<file path="src/rtl/vc32_mem_arbiter.sv">
// Two-requester arbiter in front of the byte-wide memory sequencer.
// Round-robin or fixed priority; D may hold the grant for short locked bursts.
module vc32_mem_arbiter #(
    parameter int unsigned RV        = 16,
    parameter int unsigned FIXED_PRI = 0,
    parameter int unsigned MAX_BURST = 4
) (
    input  logic          clk,
    input  logic          r_reset,

    input  logic [RV-2:0] c_raddr,
    input  logic [1:0]    c_rreq,
    output logic [RV-1:0] c_rdata,
    output logic          c_rdone,
    input  logic [RV-2:0] c_waddr,
    input  logic [1:0]    c_wmask,
    input  logic [RV-1:0] c_wdata,
    output logic          c_wdone,

    input  logic [RV-2:0] d_raddr,
    input  logic [1:0]    d_rreq,
    output logic [RV-1:0] d_rdata,
    output logic          d_rdone,
    input  logic [RV-2:0] d_waddr,
    input  logic [1:0]    d_wmask,
    input  logic [RV-1:0] d_wdata,
    output logic          d_wdone,
    input  logic          d_lock,

    output logic [RV-2:0] m_raddr,
    output logic [1:0]    m_rreq,
    input  logic [RV-1:0] m_rdata,
    input  logic          m_rdone,
    output logic [RV-2:0] m_waddr,
    output logic [1:0]    m_wmask,
    output logic [RV-1:0] m_wdata,
    input  logic          m_wdone,

    output logic [1:0]    gnt
);

    localparam int unsigned   BW         = 4;
    localparam logic [BW-1:0] BURST_LAST = BW'(MAX_BURST - 1);

    typedef enum logic [1:0] {
        IDLE    = 2'd0,
        GNT_C   = 2'd1,
        GNT_D   = 2'd2,
        RELEASE = 2'd3
    } state_t;

    state_t        state, state_nx;
    logic          last_d, last_d_nx;
    logic [BW-1:0] burst_cnt, burst_cnt_nx;
    logic          gap, gap_nx;
    logic          idle_hold, idle_hold_nx;

    logic c_pend, d_pend, m_done;

    assign c_pend = (|c_wmask) | (|c_rreq);
    assign d_pend = (|d_wmask) | (|d_rreq);
    assign m_done = m_rdone | m_wdone;

    // State register
    always_ff @(posedge clk) begin
        if (r_reset) begin
            state     <= IDLE;
            last_d    <= 1'b1;
            burst_cnt <= '0;
            gap       <= 1'b0;
            idle_hold <= 1'b0;
        end else begin
            state     <= state_nx;
            last_d    <= last_d_nx;
            burst_cnt <= burst_cnt_nx;
            gap       <= gap_nx;
            idle_hold <= idle_hold_nx;
        end
    end

    // Next-state: arbitration, burst continuation and dropped-lock timeout
    always_comb begin
        state_nx     = state;
        last_d_nx    = last_d;
        burst_cnt_nx = burst_cnt;
        gap_nx       = 1'b0;
        idle_hold_nx = 1'b0;
        case (state)
            IDLE: begin
                if (c_pend && d_pend)
                    state_nx = ((FIXED_PRI != 0) || last_d) ? GNT_C : GNT_D;
                else if (c_pend)
                    state_nx = GNT_C;
                else if (d_pend)
                    state_nx = GNT_D;
            end
            GNT_C: begin
                if (m_done) begin
                    last_d_nx = 1'b0;
                    state_nx  = RELEASE;
                end
            end
            GNT_D: begin
                if (m_done) begin
                    if (d_lock && (burst_cnt < BURST_LAST)) begin
                        burst_cnt_nx = burst_cnt + BW'(1);
                        gap_nx       = 1'b1;
                    end else begin
                        last_d_nx = 1'b1;
                        state_nx  = RELEASE;
                    end
                end else if (!d_pend) begin
                    // D let go of a locked grant: give it two idle cycles at most
                    if (idle_hold) begin
                        last_d_nx = 1'b1;
                        state_nx  = RELEASE;
                    end else begin
                        idle_hold_nx = 1'b1;
                    end
                end
            end
            RELEASE: begin
                burst_cnt_nx = '0;
                state_nx     = IDLE;
            end
            default: state_nx = IDLE;
        endcase
    end

    // Downstream mux; requests are masked outside a grant and in the burst gap cycle
    always_comb begin
        m_raddr = '0;
        m_rreq  = '0;
        m_waddr = '0;
        m_wmask = '0;
        m_wdata = '0;
        if (state == GNT_C) begin
            m_raddr = c_raddr;
            m_rreq  = c_rreq;
            m_waddr = c_waddr;
            m_wmask = c_wmask;
            m_wdata = c_wdata;
        end else if (state == GNT_D) begin
            m_raddr = d_raddr;
            m_waddr = d_waddr;
            m_wdata = d_wdata;
            if (!gap) begin
                m_rreq  = d_rreq;
                m_wmask = d_wmask;
            end
        end
    end

    assign gnt     = {state == GNT_D, state == GNT_C};
    assign c_rdone = m_rdone & gnt[0];
    assign c_wdone = m_wdone & gnt[0];
    assign d_rdone = m_rdone & gnt[1];
    assign d_wdone = m_wdone & gnt[1];
    assign c_rdata = m_rdata;
    assign d_rdata = m_rdata;

    // A done outside a grant is dropped; it indicates a sequencer fault
    a_done_in_grant: assert property (@(posedge clk) disable iff (r_reset)
        (m_rdone || m_wdone) |-> (state == GNT_C || state == GNT_D));

endmodule
</file>
<file path="config.mk">
export PLATFORM = sky130hd
export DESIGN_NAME = vc32_mem_arbiter
export DESIGN_NICKNAME = d
export VERILOG_FILES = /design/src/rtl/vc32_mem_arbiter.sv
export SDC_FILE = /design/constraint.sdc
export NUM_CORES = 1
export LEC_CHECK = 0
export ABC_CLOCK_PERIOD_IN_PS = 5800
export CAP_MARGIN = 20
export CORE_AREA = 2 2 81 83
export CTS_CLUSTER_DIAMETER = 120
export DETAILED_ROUTE_END_ITERATION = 16
export DIE_AREA = 0 0 83 85
export PLACE_DENSITY = 0.77
export SETUP_SLACK_MARGIN = 0.1
export SLEW_MARGIN = 20
export SYNTH_ARGS = -nofsm -noshare
export SYNTH_HDL_FRONTEND = slang
export SYNTH_SLANG_ARGS = --single-unit
</file>
<file path="constraint.sdc">
create_clock -name clk -period 5.8 [get_ports clk]
set_clock_uncertainty 0.1 [all_clocks]
set_input_delay 0.58 -clock clk [delete_from_list [all_inputs] [get_ports clk]]
set_output_delay 0.58 -clock clk [all_outputs]
set_load 0.01 [all_outputs]
</file>
==> results of run 1 <==
[area by class of cell]
class | instances | area (sq um)
clock buffers | 3 | 41.29
clock inverters | 1 | 5.005
fillers | 600 | 3452
inverters | 4 | 15.01
multi-input cells | 106 | 805.8
flip-flops and latches | 9 | 180.2
well taps | 77 | 96.34
repair buffers | 161 | 1609
[critical path: stages, from the launching register on]
cell and delay [ps]:
dfxtp_1 350, inv_1 100, ha_2 170, buf_4 300, nor2b_4 840, a22o_1 330, clkdlybuf4s50_1 590
[kinds of logic (layout without fill, tap and decap cells)]
logic type / Yosys count / in the layout / synth area share [%]
flops: 9 / 9 / 13.98
simple gates: 40 / 40 / 16.89
compound gates: 58 / 58 / 37.09
fa+ha+maj: 6 / 6 / 5.825
buf+inv: 50 / 169 / 24.27
mux: 2 / 2 / 1.941
[flip-flops by register name (all words and copies together) (netlist names)]
register / count
idle_hold: 1
gap: 1
state: 2
last_d: 1
burst_cnt: 4
[routing by layer]
metal / up-vias / part of all wire (%)
li1: 824 / -
met1: 769 / 47
met2: 107 / 43
met3: 14 / 8.1
met4: 0 / 1.8
met5: - / 0
[power groups by stage]
stage	clock, mW	combinational, mW	sequential (mW)
after floorplan	0	0.351	0.0785
after global placement	0	0.703	0.0801
after detailed placement	0	0.708	0.0810
after CTS	0.0759	0.714	0.0804
after global routing	0.0786	0.759	0.0819
final	0.0741	0.709	0.0803
[worst max path at each step]
stage | from | to | slack (ps)
after global routing | state[1] | m_wdata[6] | 1990
after floorplan | state[0] | m_raddr[0] | 3530
after detailed placement | state[1] | m_wdata[6] | 2460
final | state[1] | m_wdata[6] | 2170
after CTS | state[1] | m_wdata[6] | 2170
after global placement | state[1] | m_wdata[6] | 2510
[stage by stage]
stage | setup WS, ps | area [sq um] | power (mW) | utilization, %
2_1_floorplan | 3534 | 1289 | 0.4297 | -
3_3_place_gp | 2506 | 2706 | 0.7827 | 43.62
3_5_place_dp | 2457 | 2706 | 0.7891 | 43.62
4_1_cts | 2172 | 2753 | 0.8705 | 44.36
5_1_grt | 1987 | 2753 | 0.9197 | 44.36
6_report | 2170 | 2753 | 0.8636 | 44.36
[placed cells by master, fill, tap and decap left out, types with 2 or more instances in the layout]
cell type	instances
clkdlybuf4s50_1	160
a22o_1	46
dfxtp_1	9
nand2_1	8
nor2_1	8
and2_1	6
o21ai_0	5
ha_1	5
inv_1	4
nor3_1	3
nor4_1	3
clkbuf_8	3
nor2b_1	2
a31oi_1	2
a211oi_1	2
==> flow_metrics.env, run 1 <==
export IMPL_cp_start_kind="flip-flop"
export IMPL_ys_flop_type="dfxtp_1"
export IMPL_synth_edff_count=0
export IMPL_grt_pass1_wl_um=9694
export IMPL_crit_type="flip-flop to output pin"
export IMPL_cts_resized=0
export IMPL_max_freq_ghz=0.2755
export IMPL_whs_endpoint="burst_cnt[2]"
export IMPL_clock_sink_count=9
export IMPL_finalNetCount=412
export IMPL_ys_seq_area_share_pct=13.98
export IMPL_worstSkewPairLatency_ps=230
export IMPL_routedWlPerCell_um=18.02
export IMPL_mappedNetlistArea_sq_um=1289
export IMPL_overflow=0
export IMPL_fin_crit_sh_pct=62.58
export IMPL_outcome="completed"
export IMPL_placed_cells_incl_taps=357
export IMPL_ant_nets=0
export IMPL_port_buffers=160
export IMPL_sw_frac_of_total_pct=39.54
export IMPL_dieHeight_um=85
export IMPL_finalCriticalPeriod_ps=3630
export IMPL_hold_depth=1
export IMPL_synthArstFlopShare_pct=0
export IMPL_reg2reg_slack_ps=3370
export IMPL_power_density_nw_per_um2=313.8
export IMPL_htree_levels=1
export IMPL_min_delay_path_class="flip-flop to flip-flop"
export IMPL_dieArea_sq_um=7055
export IMPL_dr_total_vias=1714
export IMPL_hpwl_um=5275
export IMPL_p_sw_mw=0.3415
export IMPL_cts_root_buffer="clkbuf_8"
export IMPL_core_area_sq_um=6205
export IMPL_clk_pin_slew_ps=50
export IMPL_yosysMostFrequentCell="a22o_1"
export IMPL_io_pins=209
export IMPL_min_from="burst_cnt[2]"
export IMPL_gp_congestion=0.7923
export IMPL_ctsHoldBuffers=0
export IMPL_cp_max_fo=59
export IMPL_r2r_start="state[0]"
export IMPL_worst_pin_slew_ps=994.8
export IMPL_setup_viol=0
export IMPL_drc=0
export IMPL_drive_above_1_share_pct=3.169
export IMPL_syn_nets=292
export IMPL_synth_area_per_cell_sq_um=7.811
export IMPL_busiest_layer="met2"
export IMPL_antenna_found_initial=0
export IMPL_r2r_end="state[1]"
export IMPL_cts_buffer_depth=2
export IMPL_slew_viol_final=0
export IMPL_drtIter0Drc=77
export IMPL_rsz0062_at_grt="false"
export IMPL_use_met2_pct=26.17
export IMPL_hold_worst_slack_ps=358.9
export IMPL_yosys_area_top_type="a22o_1"
export IMPL_vdd_drop_max_mv=0.1394
export IMPL_cts_tree="done"
export IMPL_synth_top_area_share_pct=31.26
export IMPL_grt_start_max_net_pins=60
export IMPL_crit_path_end_kind="output pin"
export IMPL_n_antenna_cell=0
export IMPL_reg2reg_depth=6
export IMPL_setup_tns_ps=0
export IMPL_synth_area_top_cells="a22o_1 (31%), buf_4 (19%), dfxtp_1 (14%)"
export IMPL_synthCells=165
export IMPL_synth_commonest_cells="a22o_1 (46), buf_4 (33), clkbuf_1 (12), dfxtp_1 (9)"
export IMPL_wl_um=6505
export IMPL_power_frac_comb_pct=82.1
export IMPL_post_cts_buffers=0
export IMPL_ys_ff_latch=9
export IMPL_relSlewSlack_pct=33.54
export IMPL_final_hold_viol_count=0
export IMPL_required_ps=5120
export IMPL_chipWidth_um=83
export IMPL_p_seq_share_pct=9.3
export IMPL_grtUsageTotal_pct=17.13
export IMPL_drt_pass1_iterations=4
export IMPL_use_met1_pct=24.28
export IMPL_area_delta_synth_final_pct=113.6
export IMPL_routed_via_density=4.748
export IMPL_grt_pass1_vias=1735
export IMPL_numCtsBuffers=3
export IMPL_yosysUniqueCellTypes=30
export IMPL_max_cap_viol_count=0
export IMPL_start_util_pct=20.77
export IMPL_ys_warn_count=0
export IMPL_p_int_mw=0.5221
export IMPL_pwr_share_clk_pct=8.6
export IMPL_p_leak_nw=1.039
export IMPL_met3_usage_pct=3.794
export IMPL_rows=29
export IMPL_finalNonFillerCells=361
export IMPL_worstPathArrival_ps=2950
Note: power is estimated with default switching activity, not from simulation.
==> inputs of run 2 (changes only) <==
- ABC_CLOCK_PERIOD_IN_PS: 5800 -> 3070
- CORE_AREA: 2 2 81 83 -> not set
- CORE_MARGIN: not set -> 2
- CORE_UTILIZATION: not set -> 20
- DIE_AREA: 0 0 83 85 -> not set
- clock period: 5.8 -> 3.07 ns (I/O delays scaled with it)
==> run 2 against run 1 <==
  * Worst hold slack worse by 5.1 ps
  * Clock power up 86%
  * Via count up 0.70%
  * Global-route usage down 0.48 points
  * Clock-buffer cell count up 1
  * Die area up 0.66%
  * Worst setup slack worse by 1800 ps
  * Sequential share of layout area down 0.062 points
  * Utilization down 0.094 points
  * Critical path type unchanged
  * Largest power group unchanged
  * Highest routed layer unchanged
==> flow_metrics.env, run 2 (synthesis results as in run 1) <==
export IMPL_cts_buffer_depth=2
export IMPL_hpwl_um=5226
export IMPL_rsz0062_at_grt="false"
export IMPL_cp_max_fo=46
export IMPL_ant_nets=0
export IMPL_hold_depth=1
export IMPL_min_delay_path_class="flip-flop to flip-flop"
export IMPL_n_antenna_cell=0
export IMPL_vdd_drop_max_mv=0.2956
export IMPL_drive_above_1_share_pct=3.497
export IMPL_ctsHoldBuffers=0
export IMPL_power_density_nw_per_um2=592.7
export IMPL_p_leak_nw=1.050
export IMPL_max_freq_ghz=0.3660
export IMPL_core_area_sq_um=6277
export IMPL_dieHeight_um=84.27
export IMPL_grt_pass1_vias=1665
export IMPL_antenna_found_initial=0
export IMPL_worstSkewPairLatency_ps=230
export IMPL_final_cell_mix="clkdlybuf4s50_1 (160), a22o_1 (46), dfxtp_1 (9)"
export IMPL_htree_levels=1
export IMPL_largest_register="burst_cnt"
export IMPL_cp_start_kind="flip-flop"
export IMPL_wl_um=6337
export IMPL_cts_root_buffer="clkbuf_8"
export IMPL_start_util_pct=20.53
export IMPL_p_sw_mw=0.6339
export IMPL_final_hold_viol_count=0
export IMPL_drt_pass1_iterations=4
export IMPL_rows=29
export IMPL_crit_type="flip-flop to output pin"
export IMPL_p_seq_share_pct=9.2
export IMPL_required_ps=2660
export IMPL_post_cts_buffers=0
export IMPL_routed_via_density=4.755
export IMPL_hold_worst_slack_ps=353.9
export IMPL_max_cap_viol_count=0
export IMPL_setup_tns_ps=0
export IMPL_clk_pin_slew_ps=50
export IMPL_clock_sink_count=9
export IMPL_port_buffers=160
export IMPL_chipWidth_um=84.27
export IMPL_numCtsBuffers=3
export IMPL_fin_crit_sh_pct=88.99
export IMPL_crit_path_end_kind="output pin"
export IMPL_setup_viol=0
export IMPL_io_pins=209
export IMPL_layout_commonest_cell="clkdlybuf4s50_1"
export IMPL_dieArea_sq_um=7101
export IMPL_worst_pin_slew_ps=386.1
export IMPL_worstPathArrival_ps=2330
export IMPL_overflow=0
export IMPL_top_regs="burst_cnt: 4 flops, state: 2 flops"
export IMPL_p_int_mw=1.013
export IMPL_grt_start_max_net_pins=47
export IMPL_cts_tree="done"
export IMPL_cts_resized=0
export IMPL_outcome="completed"
export IMPL_slew_viol_final=0
export IMPL_largest_reg_flops=4
export IMPL_drc=0
export IMPL_relSlewSlack_pct=74.03
export IMPL_reg2reg_depth=6
export IMPL_area_delta_synth_final_pct=115.6
export IMPL_gp_congestion=0.7806
export IMPL_drtIter0Drc=30
export IMPL_finalCriticalPeriod_ps=2732
export IMPL_finalNetCount=414
export IMPL_dr_total_vias=1726
export IMPL_pwr_share_clk_pct=8.4
export IMPL_routedWlPerCell_um=17.46
export IMPL_sw_frac_of_total_pct=38.49
export IMPL_grtUsageTotal_pct=16.65
export IMPL_grt_pass1_wl_um=9328
export IMPL_power_frac_comb_pct=82.4
==> run 2: cell types whose count changed in the layout (fill, tap and decap cells not counted) <==
cell | previous run | this run
buf_4 | 1 | 2
clkinv_2 | 1 | 0
buf_12 | 0 | 1
clkbuf_1 | 0 | 1
==> run 2: power by group through the flow <==
stage	Clock, mW	Combinational [mW]	Sequential (mW)
after floorplan	0	0.663	0.148
after global placement	0	1.35	0.151
after detailed placement	0	1.35	0.153
after CTS	0.141	1.37	0.152
after global routing	0.146	1.46	0.155
final	0.138	1.36	0.152
==> run 2: per-layer routing <==
layer,share of wire [%],vias to the layer above,GRT usage (%)
met5,0,-,0
met4,2.6,0,5.572
met3,9.0,23,4.228
met2,42,118,24.24
met1,46,761,23.73
li1,-,824,-
==> run 2: critical path, cell delays in order, from the launching register on <==
cell and delay, ps:
dfxtp_1 350, inv_1 120, ha_1 360, nor2b_4 230, buf_12 220, a22o_1 220
clkdlybuf4s50_1 570
==> run 2: metrics by stage <==
step           worst slack (ps)  power [mW]  util [%]  std cells  instance area [sq um]
6_report                  338.0       1.647     44.27        363                   2779
5_1_grt                   208.5       1.758     44.27        363                   2779
4_1_cts                   343.5       1.660     44.27        363                   2779
3_5_place_dp              608.7       1.507     43.55        359                   2734
3_3_place_gp              646.3       1.500     43.55        359                   2734
2_1_floorplan             917.6      0.8118         -        165                   1289
==> run 2: final cells by class <==
class	count	area (sq um)
timing repair buffer	163	1637
tap	77	96.34
inverter	4	15.01
clock buffer	4	45.04
multi-input combinational	106	805.8
sequential	9	180.2
fill	616	3498
==> run 2: worst paths after layout <==
path                                    from            to  slack, ps
worst min register to register  burst_cnt[2]  burst_cnt[2]        350
worst max register to register      state[0]      state[1]        650
worst max-delay path                state[0]    m_wdata[5]        340
worst min-delay path            burst_cnt[2]  burst_cnt[2]        350
==> inputs of run 3 (changes only) <==
- CORE_ASPECT_RATIO: not set -> 1.1
- PLACE_DENSITY: 0.77 -> 0.8
==> run 3 against run 2 <==
  * Clock power about the same
  * Sequential power barely moved
  * Clock-buffer cell count did not move
  * Global-route usage is 2.4 points lower
  * Critical path depth stayed put
  * Design area grew 0.22%
  * Combinational power barely moved
  * Via count grew 1.5%
  * Critical path type unchanged
  * Critical endpoint is now m_wdata[6]
  * Largest cell class unchanged
  * Highest routed layer is now met5
==> flow_metrics.env, run 3 (synthesis results as in run 1) <==
export IMPL_outcome="completed"
export IMPL_worst_slack_ps=402.4
export IMPL_cts_buffer_depth=2
export IMPL_r2r_end="state[1]"
export IMPL_drtIter0Drc=35
export IMPL_wl_um=5766
export IMPL_ant_nets=0
export IMPL_ctsHoldBuffers=0
export IMPL_core_area_sq_um=6193
export IMPL_drc=0
export IMPL_r2r_start="state[0]"
export IMPL_finalCriticalPeriod_ps=2668
export IMPL_setup_viol=0
export IMPL_worstPathArrival_ps=2260
export IMPL_p_sw_mw=0.6110
export IMPL_layout_commonest_cell="clkdlybuf4s50_1"
export IMPL_relSlewSlack_pct=64.62
export IMPL_power_frac_comb_pct=82.3
export IMPL_crit_type="flip-flop to output pin"
export IMPL_cts_resized=0
export IMPL_dieArea_sq_um=7102
export IMPL_area_delta_synth_final_pct=116.1
export IMPL_numCtsBuffers=3
export IMPL_pre_cts_ws_ps=610.0
export IMPL_p_int_mw=1.010
export IMPL_cts_tree="done"
export IMPL_post_cts_buffers=0
export IMPL_gp_congestion=0.7770
export IMPL_finalNetCount=414
export IMPL_hpwl_um=4751
export IMPL_worst_pin_slew_ps=525.9
export IMPL_largest_register="burst_cnt"
export IMPL_p_total_mw=1.621
export IMPL_vdd_drop_max_mv=0.3265
export IMPL_min_from="burst_cnt[2]"
export IMPL_setup_tns_ps=0
export IMPL_dieHeight_um=88.19
export IMPL_drt_pass1_iterations=4
export IMPL_hold_depth=1
export IMPL_reg2reg_slack_ps=690
export IMPL_finalNonFillerCells=367
export IMPL_slew_viol_final=0
export IMPL_dr_total_vias=1752
export IMPL_io_pins=209
export IMPL_rsz0062_at_grt="false"
export IMPL_chipWidth_um=80.54
export IMPL_start_util_pct=20.81
export IMPL_final_hold_viol_count=0
export IMPL_crit_path_end_kind="output pin"
export IMPL_grt_pass1_wl_um=7935
export IMPL_final_area_sq_um=2785
export IMPL_sw_frac_of_total_pct=37.70
export IMPL_top_regs="burst_cnt: 4 flops, state: 2 flops"
export IMPL_min_delay_path_class="flip-flop to flip-flop"
export IMPL_clock_sink_count=9
export IMPL_htree_levels=1
export IMPL_whs_endpoint="burst_cnt[2]"
export IMPL_clk_pin_slew_ps=50
export IMPL_port_buffers=160
export IMPL_rows=30
export IMPL_required_ps=2660
export IMPL_placed_area_sq_um=2738
export IMPL_grt_pass1_vias=1588
export IMPL_placed_cells_incl_taps=362
export IMPL_final_cell_mix="clkdlybuf4s50_1 (160), a22o_1 (46), dfxtp_1 (9)"
export IMPL_cp_start_kind="flip-flop"
export IMPL_reg2reg_depth=6
export IMPL_drive_above_1_share_pct=3.497
export IMPL_grtUsageTotal_pct=14.25
export IMPL_power_density_nw_per_um2=582.0
export IMPL_routed_via_density=4.774
export IMPL_grt_start_max_net_pins=45
export IMPL_max_freq_ghz=0.3749
export IMPL_p_seq_share_pct=9.2
export IMPL_fillCellCount=614
export IMPL_cp_max_fo=44
export IMPL_antenna_found_initial=4
export IMPL_max_cap_viol_count=0
export IMPL_overflow=0
export IMPL_fin_crit_sh_pct=86.89
export IMPL_pwr_share_clk_pct=8.5
export IMPL_routedWlPerCell_um=15.71
export IMPL_worstSkewPairLatency_ps=230
export IMPL_largest_reg_flops=4
export IMPL_p_leak_nw=1.050
export IMPL_cts_root_buffer="clkbuf_8"
==> run 3: cell count changes in the layout (fill, tap and decap cells not counted) <==
| cell | before | now |
|---|---|---|
| diode_2 | 0 | 1 |
==> run 3: worst max path at each step <==
stage,start,endpoint,cells after the start
global placement,d_rreq[0],state[1],5
floorplan,state[0],state[1],7
CTS,state[0],m_wdata[6],6
finish,state[0],m_wdata[6],6
detailed placement,d_rreq[0],state[1],5
global route,state[0],m_wdata[6],6
==> run 3: per-layer routing <==
metal	global-route usage (%)	routed length (um)	vias to the layer above
li1	-	-	826
met1	16.03	2108	784
met2	23.48	2631	110
met3	7.938	881	26
met4	3.544	105	6
met5	0	40	-
==> run 3: worst max-delay path, cell delays in order, from the launching register on <==
cell and delay [ps]:
dfxtp_1 340, inv_1 110, ha_1 340, nor2b_4 260, buf_12 220, a22o_1 170, clkdlybuf4s50_1 570
==> run 3: power by group through the flow <==
stage	logic [mW]	registers, mW	clock network (mW)
3_5_place_dp	1.34	0.152	0
3_3_place_gp	1.32	0.150	0
4_1_cts	1.34	0.150	0.142
6_report	1.33	0.150	0.137
5_1_grt	1.42	0.151	0.148
2_1_floorplan	0.663	0.148	0
==> run 3: cell type report <==
type / instances / area, sq um / area share, %
antenna: 1 / 2.502 / 0.08985
clock buffer: 4 / 45.04 / 1.617
inverter: 4 / 15.01 / 0.5391
multi-input combinational: 106 / 805.8 / 28.93
sequential: 9 / 180.2 / 6.469
tap: 80 / 100.1 / 3.594
timing repair buffer: 163 / 1637 / 58.76
==> run 3: per-stage QoR <==
step	util, %	hold WS [ps]
after global placement	44.20	349.4
after global routing	44.93	380.2
final	44.97	366.3
after CTS	44.93	363.7
after detailed placement	44.20	351.9
after floorplan	-	321.3
==> RTL change: new RTL, flow settings as in run 3 <==
Change the parameter `RV` from 16 to 17.
--- a/src/rtl/vc32_mem_arbiter.sv
+++ b/src/rtl/vc32_mem_arbiter.sv
@@ -1,7 +1,7 @@
 // Two-requester arbiter in front of the byte-wide memory sequencer.
 // Round-robin or fixed priority; D may hold the grant for short locked bursts.
 module vc32_mem_arbiter #(
-    parameter int unsigned RV        = 16,
+    parameter int unsigned RV        = 17,
     parameter int unsigned FIXED_PRI = 0,
     parameter int unsigned MAX_BURST = 4
 ) (
Ports: changed (12 resized); port bits go from 209 to 221. The function was not compared with the original's and may differ.
==> RTL change against run 3 <==
  * Area after synthesis increased by 3.5%
  * Combinational power increased by 9%
  * Wire length increased by 16%
  * Hold slack got worse by 0.016 ns
  * Utilization decreased by 0.54 points
  * Cell area increased by 4.0%
  * Non-clock buffer count increased by 8
  * Total power increased by 7.0%
  * Sequential cell count unchanged
  * Setup slack got worse by 0.17 ns
  * Largest cell class unchanged
  * Highest routed layer is now met4
==> RTL change: results (changes against run 3) <==
stage,metric,value,unit,change
run_status,status,finished clean,,
global_route,grt_max_degree,62,,+38%
sta,post-route-period-util,0.923,,+0.0539
layout,antenna_cells,0,,-1
placement,io_buffers,169,,+5.6%
routing,first_iter_violations,40,,+14%
placement,dp_hpwl,5.17,mm,+8.8%
placement,gp_congestion,0.816,,+5.0%
worst_setup_path,r2r_slack,0.64,ns,-0.05 ns
routing,vias,1782,,+1.7%
worst_setup_path,path_max_fanout,61,,+39%
power_and_ir_drop,sw_frac_of_total,0.401,,+0.0237
layout,final_nets,433,,+4.6%
routing,dr.pass1.iters,4,,unchanged
layout,drive_above_1_share,0.0336,,-0.00141
power_and_ir_drop,leakagePower,1.09,nW,+3.9%
routing,wl_per_cell,17.7,um,+12%
yosys,syn-num-nets,305,,+4.5%
yosys,yosys-top-cells-count,"a22o_1, buf_4, clkbuf_1",,
power_and_ir_drop,peakVddDrop,0.421,mV,+29%
sta,slew_headroom,0.572,,-0.0738
yosys,yosysSeqAreaShare,0.135,,-0.00472
sta,whs,0.350,ns,-0.0160 ns
clock_network,path_clk_slew,0.04,ns,
layout,final_util,0.444,,-0.00538
yosys,yosys-top-cells-area,"a22o_1, buf_4, dfxtp_1",,
yosys,synth_cell_type_count,31,,+3.3%
global_route,grt_pass1_wl,9.25,mm,+17%
global_route,grt_antenna_before_repair,0,,-4
placement,pre_cts_ws,0.148,ns,-0.462 ns
layout,n_fill_cell,641,,+4.4%
worst_setup_path,cp.arrival,2.43,ns,+0.17 ns
placement,place_area,2840,um^2,+3.6%
global_route,grt_pass1_vias,1750,,+10%
sta,setup_viol_count_final,0,,unchanged
global_route,grt_usage,0.166,,+0.0239
## RTL change: cell count changes after synthesis
cell    change
a22o_1      +3
buf_1       +1
buf_4       +2
## RTL change: path summary, 6_finish.rpt
path / startpoint / endpoint / cells after the start
hold reg to reg: burst_cnt[3] / burst_cnt[3] / 1
hold / removal: burst_cnt[3] / burst_cnt[3] / 1
setup / recovery: state[1] / m_wdata[7] / 5
setup reg to reg: state[0] / state[1] / 7
## RTL change: power groups by stage
stage          clock network (mW)  registers [mW]  logic (mW)
2_1_floorplan                   0           0.148       0.695
3_3_place_gp                    0           0.150        1.42
3_5_place_dp                    0           0.152        1.43
4_1_cts                     0.144           0.150        1.47
5_1_grt                     0.150           0.153        1.55
6_report                    0.140           0.150        1.45
## RTL change: layout make-up
| cell class | count | share of cell area |
|---|---|---|
| multi-input combinational | 110 | 0.292 |
| sequential | 9 | 0.0622 |
| clock buffer | 4 | 0.0156 |
| inverter | 4 | 0.00519 |
| tap | 82 | 0.0354 |
| timing repair buffer | 171 | 0.589 |
## RTL change: per-stage QoR
step	total power, mW	instances
3_5_place_dp	1.58	375
4_1_cts	1.76	380
6_report	1.73	380
5_1_grt	1.85	380
2_1_floorplan	0.843	171
3_3_place_gp	1.57	375
## RTL change: logic make-up after synthesis
kind of cell,count (synthesis),synth area share
AO/OA/AOI/OAI,61,0.378
adder cells (fa/ha/maj),6,0.0563
buffers and inverters,53,0.249
flip-flops,9,0.135
multiplexers,2,0.0188
AND/OR/NAND/NOR,40,0.163
## RTL change: repair_timing
action / CTS / global route
endpoints found under the setup margin: 49 / 0
setup buffers: 0 / 0
resized for setup: 1 / 0
## RTL change: critical path: cells and delay by family (launching register included)
family                     cells  cell delay [ns]
adders and majority gates      1             0.26
AOI/OAI and AO/OA              1             0.35
DFF                            1             0.32
buffers and inverters          3             1.21
## RTL change: routing by layer
metal,vias up,global-route usage,part of all wire
met1,820,0.224,0.43
met3,15,0.0270,0.085
li1,857,-,-
met4,0,0.0485,0.014
met2,90,0.273,0.47
met5,-,0,0
